===== src/rtl/systolic_pkg.sv =====
// Shared types and memory-map constants for the systolic datapath (matmul FSM and result writer).
package systolic_pkg;

    typedef enum logic [1:0] {
        W_IDLE,
        W_ISSUE,
        W_WAIT
    } wr_state_e;

    localparam int unsigned MEM_PORT_WIDTH   = 64;
    localparam logic [31:0] WEIGHT_BASE_ADDR = 32'h0000_0000;
    localparam logic [31:0] INPUT_BASE_ADDR  = 32'h0000_1000;
    localparam logic [31:0] RESULT_BASE_ADDR = 32'h0000_2000;
    // One full row occupies one memory word of MEM_PORT_WIDTH bits.
    localparam logic [31:0] MEM_ADDR_INCR    = 32'd8;

endpackage


===== src/rtl/result_row_fifo.sv =====
// Synchronous FIFO of completed row indices; the row data itself lives in the writer's row buffer.
module result_row_fifo #(
    parameter int unsigned Depth = 4,
    parameter int unsigned Width = 3
) (
    input  logic             clk,
    input  logic             rst_n,
    input  logic             clr_i,
    input  logic             push_i,
    input  logic [Width-1:0] push_data_i,
    input  logic             pop_i,
    output logic [Width-1:0] pop_data_o,
    output logic             empty_o
);
    localparam int unsigned PW = (Depth > 1) ? $clog2(Depth) : 1;

    logic [Width-1:0] mem_q [Depth];
    logic [PW-1:0]    wr_ptr_q, rd_ptr_q;
    logic [PW:0]      cnt_q;
    logic             push_ok, pop_ok;

    always_comb begin
        pop_ok  = pop_i && (cnt_q != '0);
        push_ok = push_i && ((cnt_q != (PW+1)'(Depth)) || pop_ok);
    end

    assign pop_data_o = mem_q[rd_ptr_q];
    assign empty_o    = (cnt_q == '0);

    always_ff @(posedge clk or negedge rst_n) begin
        if (!rst_n) begin
            for (int i = 0; i < Depth; i++) mem_q[i] <= '0;
            wr_ptr_q <= '0;
            rd_ptr_q <= '0;
            cnt_q    <= '0;
        end else if (clr_i) begin
            wr_ptr_q <= '0;
            rd_ptr_q <= '0;
            cnt_q    <= '0;
        end else begin
            if (push_ok) begin
                mem_q[wr_ptr_q] <= push_data_i;
                wr_ptr_q <= (wr_ptr_q == PW'(Depth - 1)) ? '0 : wr_ptr_q + 1'b1;
            end
            if (pop_ok) begin
                rd_ptr_q <= (rd_ptr_q == PW'(Depth - 1)) ? '0 : rd_ptr_q + 1'b1;
            end
            cnt_q <= cnt_q + (PW+1)'(push_ok) - (PW+1)'(pop_ok);
        end
    end

endmodule


===== src/rtl/systolic_result_writer.sv =====
// Deskews the skewed systolic column stream into rows and writes them to RAM at RESULT_BASE_ADDR.
// Optional build macro RESULT_RELU_EN clamps negative elements to zero on capture.
module systolic_result_writer
    import systolic_pkg::*;
#(
    parameter int unsigned ROWS               = 4,
    parameter int unsigned COLS               = 4,
    parameter int unsigned WORD_SIZE          = 16,
    parameter int unsigned MEM_ACCESS_LATENCY = 2
) (
    input  logic                      clk,
    input  logic                      rst_n,
    input  logic                      start_i,
    input  logic                      stall_i,
    input  logic [COLS*WORD_SIZE-1:0] matmul_output_i,
    input  logic [COLS-1:0]           output_col_valid_i,
    output logic [31:0]               mem_addr_o,
    output logic                      mem_wr_en_o,
    output logic [MEM_PORT_WIDTH-1:0] mem_wr_data_o,
    output logic                      busy_o,
    output logic                      wr_done_o,
    output logic                      overflow_o
);
    localparam int unsigned CW = $clog2(ROWS) + 1;
    localparam int unsigned RW = (ROWS > 1) ? $clog2(ROWS) : 1;
    localparam int unsigned LW = $clog2(MEM_ACCESS_LATENCY) + 1;

    logic [CW-1:0]        col_cnt_q [COLS];
    logic [WORD_SIZE-1:0] row_buf_q [ROWS][COLS];
    logic [CW-1:0]        wr_cnt_q;
    logic [LW-1:0]        wait_cnt_q;
    wr_state_e            wstate_q;
    logic                 busy_q, overflow_q, wr_done_q, mem_wr_en_q;
    logic [31:0]          mem_addr_q;
    logic [MEM_PORT_WIDTH-1:0] mem_wr_data_q;

    logic [COLS-1:0]           cap_en;
    logic                      ovf_set, push, pop, slot_free, retire, fifo_empty, fifo_clr;
    logic [CW-1:0]             pop_idx;
    logic [31:0]               issue_addr;
    logic [MEM_PORT_WIDTH-1:0] issue_data;

    function automatic logic [WORD_SIZE-1:0] store_elem(input logic [WORD_SIZE-1:0] v);
`ifdef RESULT_RELU_EN
        return v[WORD_SIZE-1] ? '0 : v;
`else
        return v;
`endif
    endfunction

    assign fifo_clr = start_i && !busy_q;

    result_row_fifo #(
        .Depth (ROWS),
        .Width (CW)
    ) u_row_fifo (
        .clk         (clk),
        .rst_n       (rst_n),
        .clr_i       (fifo_clr),
        .push_i      (push),
        .push_data_i (col_cnt_q[COLS-1]),
        .pop_i       (pop),
        .pop_data_o  (pop_idx),
        .empty_o     (fifo_empty)
    );

    always_comb begin
        cap_en  = '0;
        ovf_set = 1'b0;
        for (int c = 0; c < COLS; c++) begin
            if (busy_q && !stall_i && output_col_valid_i[c]) begin
                if (col_cnt_q[c] == CW'(ROWS)) ovf_set = 1'b1;
                else                           cap_en[c] = 1'b1;
            end
        end
        push = cap_en[COLS-1];

        // The last occupancy cycle of a write may already pop the next row, so
        // back-to-back writes are exactly MEM_ACCESS_LATENCY cycles apart.
        retire    = ((wstate_q == W_ISSUE) && (MEM_ACCESS_LATENCY == 1)) ||
                    ((wstate_q == W_WAIT) && (wait_cnt_q == LW'(1)));
        slot_free = (wstate_q == W_IDLE) || retire;
        pop       = slot_free && !fifo_empty;

        issue_addr = RESULT_BASE_ADDR + 32'(pop_idx) * MEM_ADDR_INCR;
        issue_data = '0;
        for (int c = 0; c < COLS; c++) begin
            issue_data[c*WORD_SIZE +: WORD_SIZE] = row_buf_q[pop_idx[RW-1:0]][c];
        end
    end

    always_ff @(posedge clk or negedge rst_n) begin
        if (!rst_n) begin
            for (int c = 0; c < COLS; c++) col_cnt_q[c] <= '0;
            for (int r = 0; r < ROWS; r++) begin
                for (int c = 0; c < COLS; c++) row_buf_q[r][c] <= '0;
            end
            wr_cnt_q      <= '0;
            wait_cnt_q    <= '0;
            wstate_q      <= W_IDLE;
            busy_q        <= 1'b0;
            overflow_q    <= 1'b0;
            wr_done_q     <= 1'b0;
            mem_wr_en_q   <= 1'b0;
            mem_addr_q    <= '0;
            mem_wr_data_q <= '0;
        end else begin
            mem_wr_en_q <= pop;
            wr_done_q   <= 1'b0;
            if (pop) begin
                mem_addr_q    <= issue_addr;
                mem_wr_data_q <= issue_data;
            end

            if (start_i && !busy_q) begin
                busy_q     <= 1'b1;
                overflow_q <= 1'b0;
                wr_cnt_q   <= '0;
                for (int c = 0; c < COLS; c++) col_cnt_q[c] <= '0;
            end else begin
                if (ovf_set) overflow_q <= 1'b1;
                for (int c = 0; c < COLS; c++) begin
                    if (cap_en[c]) begin
                        row_buf_q[col_cnt_q[c][RW-1:0]][c] <=
                            store_elem(matmul_output_i[c*WORD_SIZE +: WORD_SIZE]);
                        col_cnt_q[c] <= col_cnt_q[c] + 1'b1;
                    end
                end
            end

            unique case (wstate_q)
                W_IDLE: if (pop) wstate_q <= W_ISSUE;
                W_ISSUE: begin
                    if (MEM_ACCESS_LATENCY == 1) begin
                        wstate_q <= pop ? W_ISSUE : W_IDLE;
                    end else begin
                        wait_cnt_q <= LW'(MEM_ACCESS_LATENCY - 1);
                        wstate_q   <= W_WAIT;
                    end
                end
                W_WAIT: begin
                    wait_cnt_q <= wait_cnt_q - 1'b1;
                    if (wait_cnt_q == LW'(1)) wstate_q <= pop ? W_ISSUE : W_IDLE;
                end
                default: wstate_q <= W_IDLE;
            endcase

            if (retire) begin
                if (wr_cnt_q == CW'(ROWS - 1)) begin
                    wr_done_q <= 1'b1;
                    busy_q    <= 1'b0;
                    wr_cnt_q  <= '0;
                    for (int c = 0; c < COLS; c++) col_cnt_q[c] <= '0;
                end else begin
                    wr_cnt_q <= wr_cnt_q + 1'b1;
                end
            end
        end
    end

    assign mem_addr_o    = mem_addr_q;
    assign mem_wr_en_o   = mem_wr_en_q;
    assign mem_wr_data_o = mem_wr_data_q;
    assign busy_o        = busy_q;
    assign wr_done_o     = wr_done_q;
    assign overflow_o    = overflow_q;

endmodule


===== config.mk =====
export PLATFORM = sky130hd
export DESIGN_NAME = systolic_result_writer
export DESIGN_NICKNAME = d
export VERILOG_FILES = /design/src/rtl/systolic_pkg.sv /design/src/rtl/result_row_fifo.sv /design/src/rtl/systolic_result_writer.sv
export SDC_FILE = /design/constraint.sdc
export NUM_CORES = 1
export LEC_CHECK = 0
export ABC_CLOCK_PERIOD_IN_PS = 7100
export CAP_MARGIN = 10
export CORE_ASPECT_RATIO = 1.5
export CORE_UTILIZATION = 50
export CTS_BUF_LIST = sky130_fd_sc_hd__clkbuf_8 sky130_fd_sc_hd__clkbuf_16
export DETAILED_ROUTE_END_ITERATION = 10
export GPL_TIMING_DRIVEN = 0
export PLACE_DENSITY = 0.82
export SLEW_MARGIN = 20
export SYNTH_ARGS = -nofsm -noshare
export SYNTH_HDL_FRONTEND = slang
export SYNTH_SLANG_ARGS = --single-unit

===== constraint.sdc =====
create_clock -name clk -period 7.1 [get_ports clk]
set_input_delay 1.42 -clock clk [delete_from_list [all_inputs] [get_ports clk]]
set_output_delay 1.42 -clock clk [all_outputs]
set_load 0.05 [all_outputs]

==> results list, run 1 <==
- Hold is met by 0.479 ns.
- CP Max Fanout: 10
- Via count of the first global-routing pass: 11036
* Mapped cell area: 16400 µm²
- OpenSTA, run right after detailed placement, puts the worst setup slack at 3.16 ns.
- Post-CTS clock slew at the launch and capture registers of the worst setup and hold paths: 0.06 ns
* Floorplan die width: 150 µm
* Synth Area in Compound Gates: 7.12%
- Headroom to the max-slew limit came out at 36.9%.
* Worst slew pin tran: 0.947 ns
* Simple-gate share of the synthesized area: 2.90%
* Clock Latency Late Sink: 0.53 ns
- Across the routed clock network, the largest skew measured is 0.0139 ns.
- Gate count of the mapped netlist: 1181
* DR vias: 10400
- Buffers inserted to repair hold after CTS numbered 0.
- In this run the remaining antenna-violating nets after routing total 0.
* Dominant combinational cell family by area after synthesis: multiplexers
- IO buf count: 143
* Gr usage total: 22.3%
- Startpoint of the lowest-slack register-to-register path: wstate_q[0]$_DFFE_PN0P_
- The worst setup path is captured at a flop.
* Layout Nets: 1496
- Of the total power, combinational logic draws 45.8%.
- 1st-iter DRT viols: 422
- Summed over all layers, the global routing overflow is 0.
* Post-synthesis sequential area ratio: 55.8%
- Min Tclk post-route: 3.93 ns
- VDD sags by at most 0.344 mV.
* Clk pwr share: 18.5%
- In this run the static leakage power is 8.70 nW.
- Max_cap viols: 0
- In the synthesized netlist, mux cells make up 27.0% of the area.
- Source of the worst hold timing path: mem_addr_o[13]$_DFFE_PN0P_
- Post-CTS repair changed the size of 0 cells.
- In the synthesized netlist the async set-or-reset flop fraction comes to 100%.
- Counting flops with a built-in enable in the synthesized netlist gives 0.
* Setup repair after global routing missed its margin: false
* Final hold violations: 0
- Worst setup path category: reg2reg
- Placement row count: 80
- Internal power of the cells: 6.43 mW
* Starting density of the core: 51.3%
- Wires add up to 36600 µm.
- After detailed routing, the average wire length per cell comes to 20.0 µm.
- The worst path uses 55.4% of the clock period.
- By area the synthesized netlist is led by dfrtp_1 56%, mux2_2 19%, mux2i_1 7.8%, o221ai_1 3.4%, o21ai_0 2.3%.
* Crit path setup slack, layout: 3.17 ns
* Number of different library cells in the post-synthesis netlist: 44
* Run status: completed
- Drt first pass iters: 7
- The critical path starts at wstate_q[0]$_DFFE_PN0P_.
- Worst reg2reg endpoint: u_row_fifo.cnt_q[2]$_DFF_PN0_
- Worst R2R Setup Slack: 3.17 ns
- The H-tree was split into 2 levels.
- The total area inside the core boundary comes to 32000 µm².
- Relative contribution of sequential cells to total power: 35.7%
- Clock sinks: 366
- Counting instances, the worst hold path has a depth of 1.
- Share of the synthesized area in the top cell type: 55.8%
- The final count of pins violating max slew was 0.
* Final non-filler cell total: 1828
- Hold-critical path endpoint: mem_addr_o[13]$_DFFE_PN0P_
- In this run switching power makes up 38.1% of total power.
* Synthesized-area fraction occupied by adder cells: 2.33%
* Startpoint class of the critical path: flop
* Cell taking the most area after synthesis: dfrtp_1
- TritonCTS built the clock tree.
* Drt via density: 5.69
* Yosys warning total: 0
- STA puts the critical path data arrival time at 4.38 ns.
- The die is 224 µm tall.
* Max Fclk: 254 MHz
* Number of buffers created by CTS: 37
* Number of antenna violations at the first check in global routing: 1
- Average cell area after synthesis: 13.9 µm²
- Number of remaining DRC errors: 0
- Total power per unit cell area: 526 nW/µm²
* Required time at the endpoint of the critical path: 7.54 ns
- In this run the deepest clock path goes through 3 buffers.
- The most used flip-flop cell after synthesis is dfrtp_1.
- Cells with a size suffix above 1 make up 30.4% of the layout.
* Synth Area in XOR/XNOR: 0.0533%
- Entering global routing, the biggest net connects 102 pins.
- CTS Root Cell: clkbuf_16
- In this run the power spent charging and discharging nets is 3.96 mW.
* Final RePlAce weighted congestion: 0.783
- The min-delay analysis places its worst path in the category reg2reg.
- Measured in cells, the most critical reg-to-reg path has a length of 14.
* Die area: 33600 µm²
* I/O pin count: 172
- Setup repair bufs after CTS: 0
* Estimated wirelength of the detail-placed design: 24700 µm
- In this run, placement finished with an instance count of 1765.
* Area added between synthesis and finish: 20.3%
- Total of flip-flops plus latches after synthesis: 366
- Setup violations remaining at the end of the flow were counted as 0.
- The first global-routing pass estimated 58000 µm of wire.
## cell families after synthesis
logic type / count (synthesis)
AO/OA/AOI/OAI: 175
XOR/XNOR: 1
adder cells (fa/ha/maj): 30
buffers and inverters: 122
flip-flops: 366
multiplexers: 405
other: 1
AND/OR/NAND/NOR: 81
## layout by cell type, fill, tap and decap left out, types with 16 or more instances in the layout
cell type	count
buf_4	28
mux2i_1	128
dfrtp_1	366
mux2_2	274
o221ai_1	64
ha_1	29
clkbuf_16	37
nand3_1	25
inv_1	25
clkbuf_1	16
o21ai_0	77
a21oi_1	16
clkdlybuf4s50_1	142
conb_1	28
buf_2	37
## synth_stat cells (2+ instances only)
master / n
or3_1: 5
a22o_1: 2
buf_8: 6
inv_1: 21
nand2b_1: 4
buf_4: 28
mux2_2: 274
o31ai_1: 5
nor2_1: 10
nor3_1: 2
dfrtp_1: 366
mux4_1: 2
nor2b_1: 2
mux2i_1: 128
o21ai_0: 77
buf_2: 37
nand2_1: 6
o221ai_1: 64
a21oi_1: 16
o2111ai_1: 4
nand3b_1: 4
o21a_1: 3
clkbuf_1: 16
and3_1: 4
nand3_1: 25
ha_1: 29
buf_6: 14
nand3_2: 3
and3b_1: 4
and2_1: 6
## routing by layer
metal  global-route usage (%)  wire length, µm  vias to the layer above
met4                     7.75              971                        0
met5                        0                0                        -
met1                     26.4            14500                     5381
li1                         -                -                     4714
met3                     4.18             1780                       69
met2                     40.0            19400                      236
## flip-flops by register name, indices dropped and copies added (netlist names), 2 cells and up
signal / cells
u_row_fifo.mem_q: 12
wstate_q: 2
wait_cnt_q: 2
mem_wr_data_o: 64
row_buf_q: 256
mem_addr_o: 4
u_row_fifo.cnt_q: 3
wr_cnt_q: 3
u_row_fifo.rd_ptr_q: 2
u_row_fifo.wr_ptr_q: 2
col_cnt_q: 12
## stage by stage
| stage | cell area (µm²) | util, % | power, mW | TNS, ns |
|---|---|---|---|---|
| after floorplan | 16500 | - | 7.09 | 0 |
| after global placement | 18500 | 57.7 | 8.31 | -3886.91 |
| final | 19800 | 61.7 | 10.4 | 0 |
| after detailed placement | 18600 | 58.0 | 8.51 | 0 |
| after CTS | 19800 | 61.7 | 10.5 | 0 |
| after global routing | 19800 | 61.7 | 11.0 | 0 |
## cell type report
class | instances | area (µm²)
fill | 2459 | 12300
sequential | 366 | 9160
multi-input combinational | 720 | 6580
timing repair buffer | 147 | 1550
clock buffer | 43 | 1010
buffer | 101 | 703
tap | 410 | 513
clock inverter | 19 | 168
inverter | 21 | 78.8
antenna | 1 | 2.50
## how the worst max path moves through the flow
stage                                     to  slack (ns)  cells after the start
2_1_floorplan  u_row_fifo.cnt_q[2]$_DFF_PN0_        4.01                     10
6_report       u_row_fifo.cnt_q[2]$_DFF_PN0_        3.17                     14
3_5_place_dp   u_row_fifo.cnt_q[2]$_DFF_PN0_        3.16                     11
5_1_grt        u_row_fifo.cnt_q[2]$_DFF_PN0_        2.96                     14
3_3_place_gp      row_buf_q[183]$_DFFE_PN0P_      -10.66                      1
4_1_cts        u_row_fifo.cnt_q[2]$_DFF_PN0_        3.15                     14
## power groups by stage
stage               clock (mW)  combinational [mW]  sequential, mW
finish                    1.92                4.77            3.71
global route              2.03                5.11            3.82
CTS                       1.96                4.81            3.70
detailed placement           0                4.78            3.73
global placement             0                4.63            3.68
floorplan                    0                2.91            4.18
## worst max-delay path: stages, from the launching register on
cell and delay (ns):
dfrtp_1 0.43, inv_1 0.09, ha_1 0.20, buf_2 0.17, a21oi_1 0.73, clkbuf_1 0.46
nor2_1 0.28, ha_1 0.38, inv_1 0.06, ha_1 0.14, inv_1 0.05, fa_1 0.41
xor2_1 0.16, and2_1 0.16, nor3_1 0.14
Power figures use the tool's default switching activity.
==> run 2, diff against run 1 <==
--- a/config.mk
+++ b/config.mk
@@ -5,14 +5,14 @@
 export SDC_FILE = /design/constraint.sdc
 export NUM_CORES = 1
 export LEC_CHECK = 0
-export ABC_CLOCK_PERIOD_IN_PS = 7100
+export ABC_CLOCK_PERIOD_IN_PS = 3240
 export CAP_MARGIN = 10
 export CORE_ASPECT_RATIO = 1.5
 export CORE_UTILIZATION = 50
 export CTS_BUF_LIST = sky130_fd_sc_hd__clkbuf_8 sky130_fd_sc_hd__clkbuf_16
 export DETAILED_ROUTE_END_ITERATION = 10
 export GPL_TIMING_DRIVEN = 0
-export PLACE_DENSITY = 0.82
+export PLACE_DENSITY = 0.85
 export SLEW_MARGIN = 20
 export SYNTH_ARGS = -nofsm -noshare
 export SYNTH_HDL_FRONTEND = slang
==> constraint.sdc (replaced) <==
create_clock -name clk -period 3.24 [get_ports clk]
set_input_delay 0.648 -clock clk [delete_from_list [all_inputs] [get_ports clk]]
set_output_delay 0.648 -clock clk [all_outputs]
set_load 0.05 [all_outputs]
==> run 2 against run 1 <==
Critical path depth decreased by 1; via count up 0.69%; sequential power increased by 120%; final cell count is 0.11% higher; die area did not move; global-route usage is 0.51 points higher.
==> results list, run 2 (synthesized netlist as in run 1, its figures left out) <==
- The flow ran to the end, and the final reports show no timing, DRC or antenna violations.
* Max_slew headroom: 43.6% (+6.7 points)
- The effective utilization at floorplan came to 51.3% (unchanged).
* Total power per unit cell area: 1150 nW/µm² (+120%)
- The I/O pin total was 172 (unchanged).
* Area of the placeable core: 32000 µm² (unchanged)
* Final worst hold slack: 0.472 ns (-0.00743 ns)
- The critical path is of the reg2reg type.
* Estimated wirelength of the detail-placed design: 24900 µm (+0.75%)
- Final Slew Violations: 0 (unchanged)
* Worst slew pin tran: 0.847 ns (-0.100 ns)
* Drt via density: 5.72 (+0.58%)
* Total power: 22.7 mW (+120%)
* Worst stage delay on the critical path: 0.49 ns (-0.24 ns)
- Maximum VDD drop: 0.660 mV (+92%)
* Clock sinks: 366 (unchanged)
* Drt first pass iters: 4 (-3)
- Leakage power total: 8.69 nW (-0.15%)
- The hold violation count in the final report was 0 (unchanged).
- Family with the most delay on the worst path: adder cells
- Crit path arrival time: 3.39 ns (-0.99 ns)
* Global-route wire length before repair: 59800 µm (+3.0%)
- The count of maximum capacitance violations is 0 (unchanged).
* DR vias: 10472 (+0.69%)
- The number of endpoints failing setup at the final stage was 0 (unchanged).
* CP Max Fanout: 9 (-1)
- The growth of design area from synthesis to finish is 20.3% (about the same).
* Number of cell instances on the worst register-to-register path: 13 (-1)
* Min Tclk post-route: 2.96 ns (-0.977 ns)
- The cell area after placement was 18600 µm² (unchanged).
- Number of buffers created by CTS: 37 (unchanged)
* Final RePlAce weighted congestion: 0.784 (+0.10%)
- Cell-by-cell trace of the critical path: inv_1 > ha_1 > buf_2 > a21oi_4 > nor2_1 > ha_1 > inv_1 > ha_1 > inv_1 > fa_1 > xor2_1 > and2_1 > nor3_1
- Max Fclk: 338 MHz (+33%)
- The depth of the CTS H-tree came to 2 (unchanged).
- STA classifies the critical path endpoint as a flop.
* CTS tree: built
* Diode count: 0 (-1)
* IO buf count: 143 (unchanged)
* Via count of the first global-routing pass: 11405 (+3.3%)
- Gr usage total: 22.8% (+0.51 points)
- The detailed router's first-iteration violation count came to 490 (+16%).
* CTS Root Cell: clkbuf_16
* Vertical extent of the die: 224 µm (unchanged)
- DRT antenna net count: 0 (unchanged)
- Clock tree buffer depth: 3 (unchanged)
- Commonest non-fill, non-tap cells in the layout: 366 x dfrtp_1, 274 x mux2_2, 142 x clkdlybuf4s50_1
- Worst R2R Setup Slack: 0.28 ns (-2.88 ns)
- The cell row count came to 80 (unchanged).
- The maximum number of pins on one net before global-route repair is 105 (+2.9%).
- The sum of buffers and inverters on the critical path came to 4 (-1).
- Floorplan die width: 150 µm (unchanged)
- The final cycle utilization of the critical path is 91.2% (+36 points).
- Critical path's slowest cell: nor2_1
- Number of remaining DRC errors: 0 (unchanged)
- The total grt overflow came to 0 (unchanged).
- The share of the core filled with cells is 61.7% (about the same).
- The final net count is 1497 (+0.067%).
- Total detailed-routing wirelength: 37200 µm (+1.6%)
- The share of layout cells above drive strength 1 came to 30.5% (+0.077 points).
- The worst setup path is launched from a flop.
- Clk_skew: 0.00942 ns (-0.00451 ns)
- Routed wirelength normalized by instance count: 20.3 µm (+1.5%)
* Number of flip-flops under the largest register name: 256 (unchanged)
- Reg with most FFs: row_buf_q
* Number of cells on the critical path: 13 (-1)
* Post-route design area: 19800 µm² (about the same)
- Setup repair after global routing left no endpoint under its margin.
- Worst hold path type: reg2reg
- Hold Path Depth: 1 (unchanged)
* Number of antenna violations at the first check in global routing: 0 (-1)
- The worst endpoint required time was 3.68 ns (-3.86 ns).
- Die area: 33600 µm² (unchanged)
- Post-CTS clock slew at the launch and capture registers of the worst setup and hold paths: 0.06 ns (about the same)
- The clock latency reported for the late side of the worst-skew pair was 0.52 ns (about the same).
- Post-Route Setup TNS: 0 ns (unchanged)
- Number of fill cells in the layout: 2462 (+0.12%)
* Leading cell type in the layout, fill and taps excluded: dfrtp_1
run 2: layer usage:
layer  part of all wire (%)  routed length [µm]  global-route usage (%)
met3                    4.5                1660                    4.15
met4                    3.6                1330                    9.97
met5                      0                   0                       0
met2                     53               19700                    40.9
met1                     39               14500                    26.2
run 2: final cells by class:
| type | count | area [µm²] | area share [%] |
|---|---|---|---|
| buffer | 100 | 699 | 3.54 |
| clock inverter | 21 | 135 | 0.684 |
| sequential | 366 | 9160 | 46.4 |
| clock buffer | 43 | 1010 | 5.10 |
| tap | 410 | 513 | 2.60 |
| timing repair buffer | 149 | 1560 | 7.92 |
| inverter | 21 | 78.8 | 0.399 |
| multi-input combinational | 720 | 6600 | 33.4 |
run 2: worst paths after layout:
check                                           start                            end
max                           wstate_q[0]$_DFFE_PN0P_  u_row_fifo.cnt_q[2]$_DFF_PN0_
min reg2reg                mem_addr_o[13]$_DFFE_PN0P_     mem_addr_o[13]$_DFFE_PN0P_
max in group asynchronous                       rst_n     row_buf_q[182]$_DFFE_PN0P_
max reg2reg                   wstate_q[0]$_DFFE_PN0P_  u_row_fifo.cnt_q[2]$_DFF_PN0_
min                        mem_addr_o[13]$_DFFE_PN0P_     mem_addr_o[13]$_DFFE_PN0P_
min in group asynchronous                       rst_n     row_buf_q[130]$_DFFE_PN0P_
run 2: power breakdown:
group	switching [mW]	total, mW	internal (mW)
registers	1.30	8.17	6.87
logic	5.70	10.5	4.80
clock network	1.75	4.05	2.30
run 2: timing repair:
item | in CTS | in global routing
buffers inserted | 1 | 0
pin swaps | 1 | 0
resized for setup | 2 | 1
endpoints found under the setup margin | 3 | 1
hold endpoints to repair | 1 | 0
hold buffers | 1 | 0
run 2: through the flow:
stage / worst slack, ns / instances
finish: 0.285 / 1830
global route: 0.135 / 1830
CTS: 0.0544 / 1830
detailed placement: -0.614 / 1765
global placement: -13.68 / 1761
floorplan: 0.403 / 1208
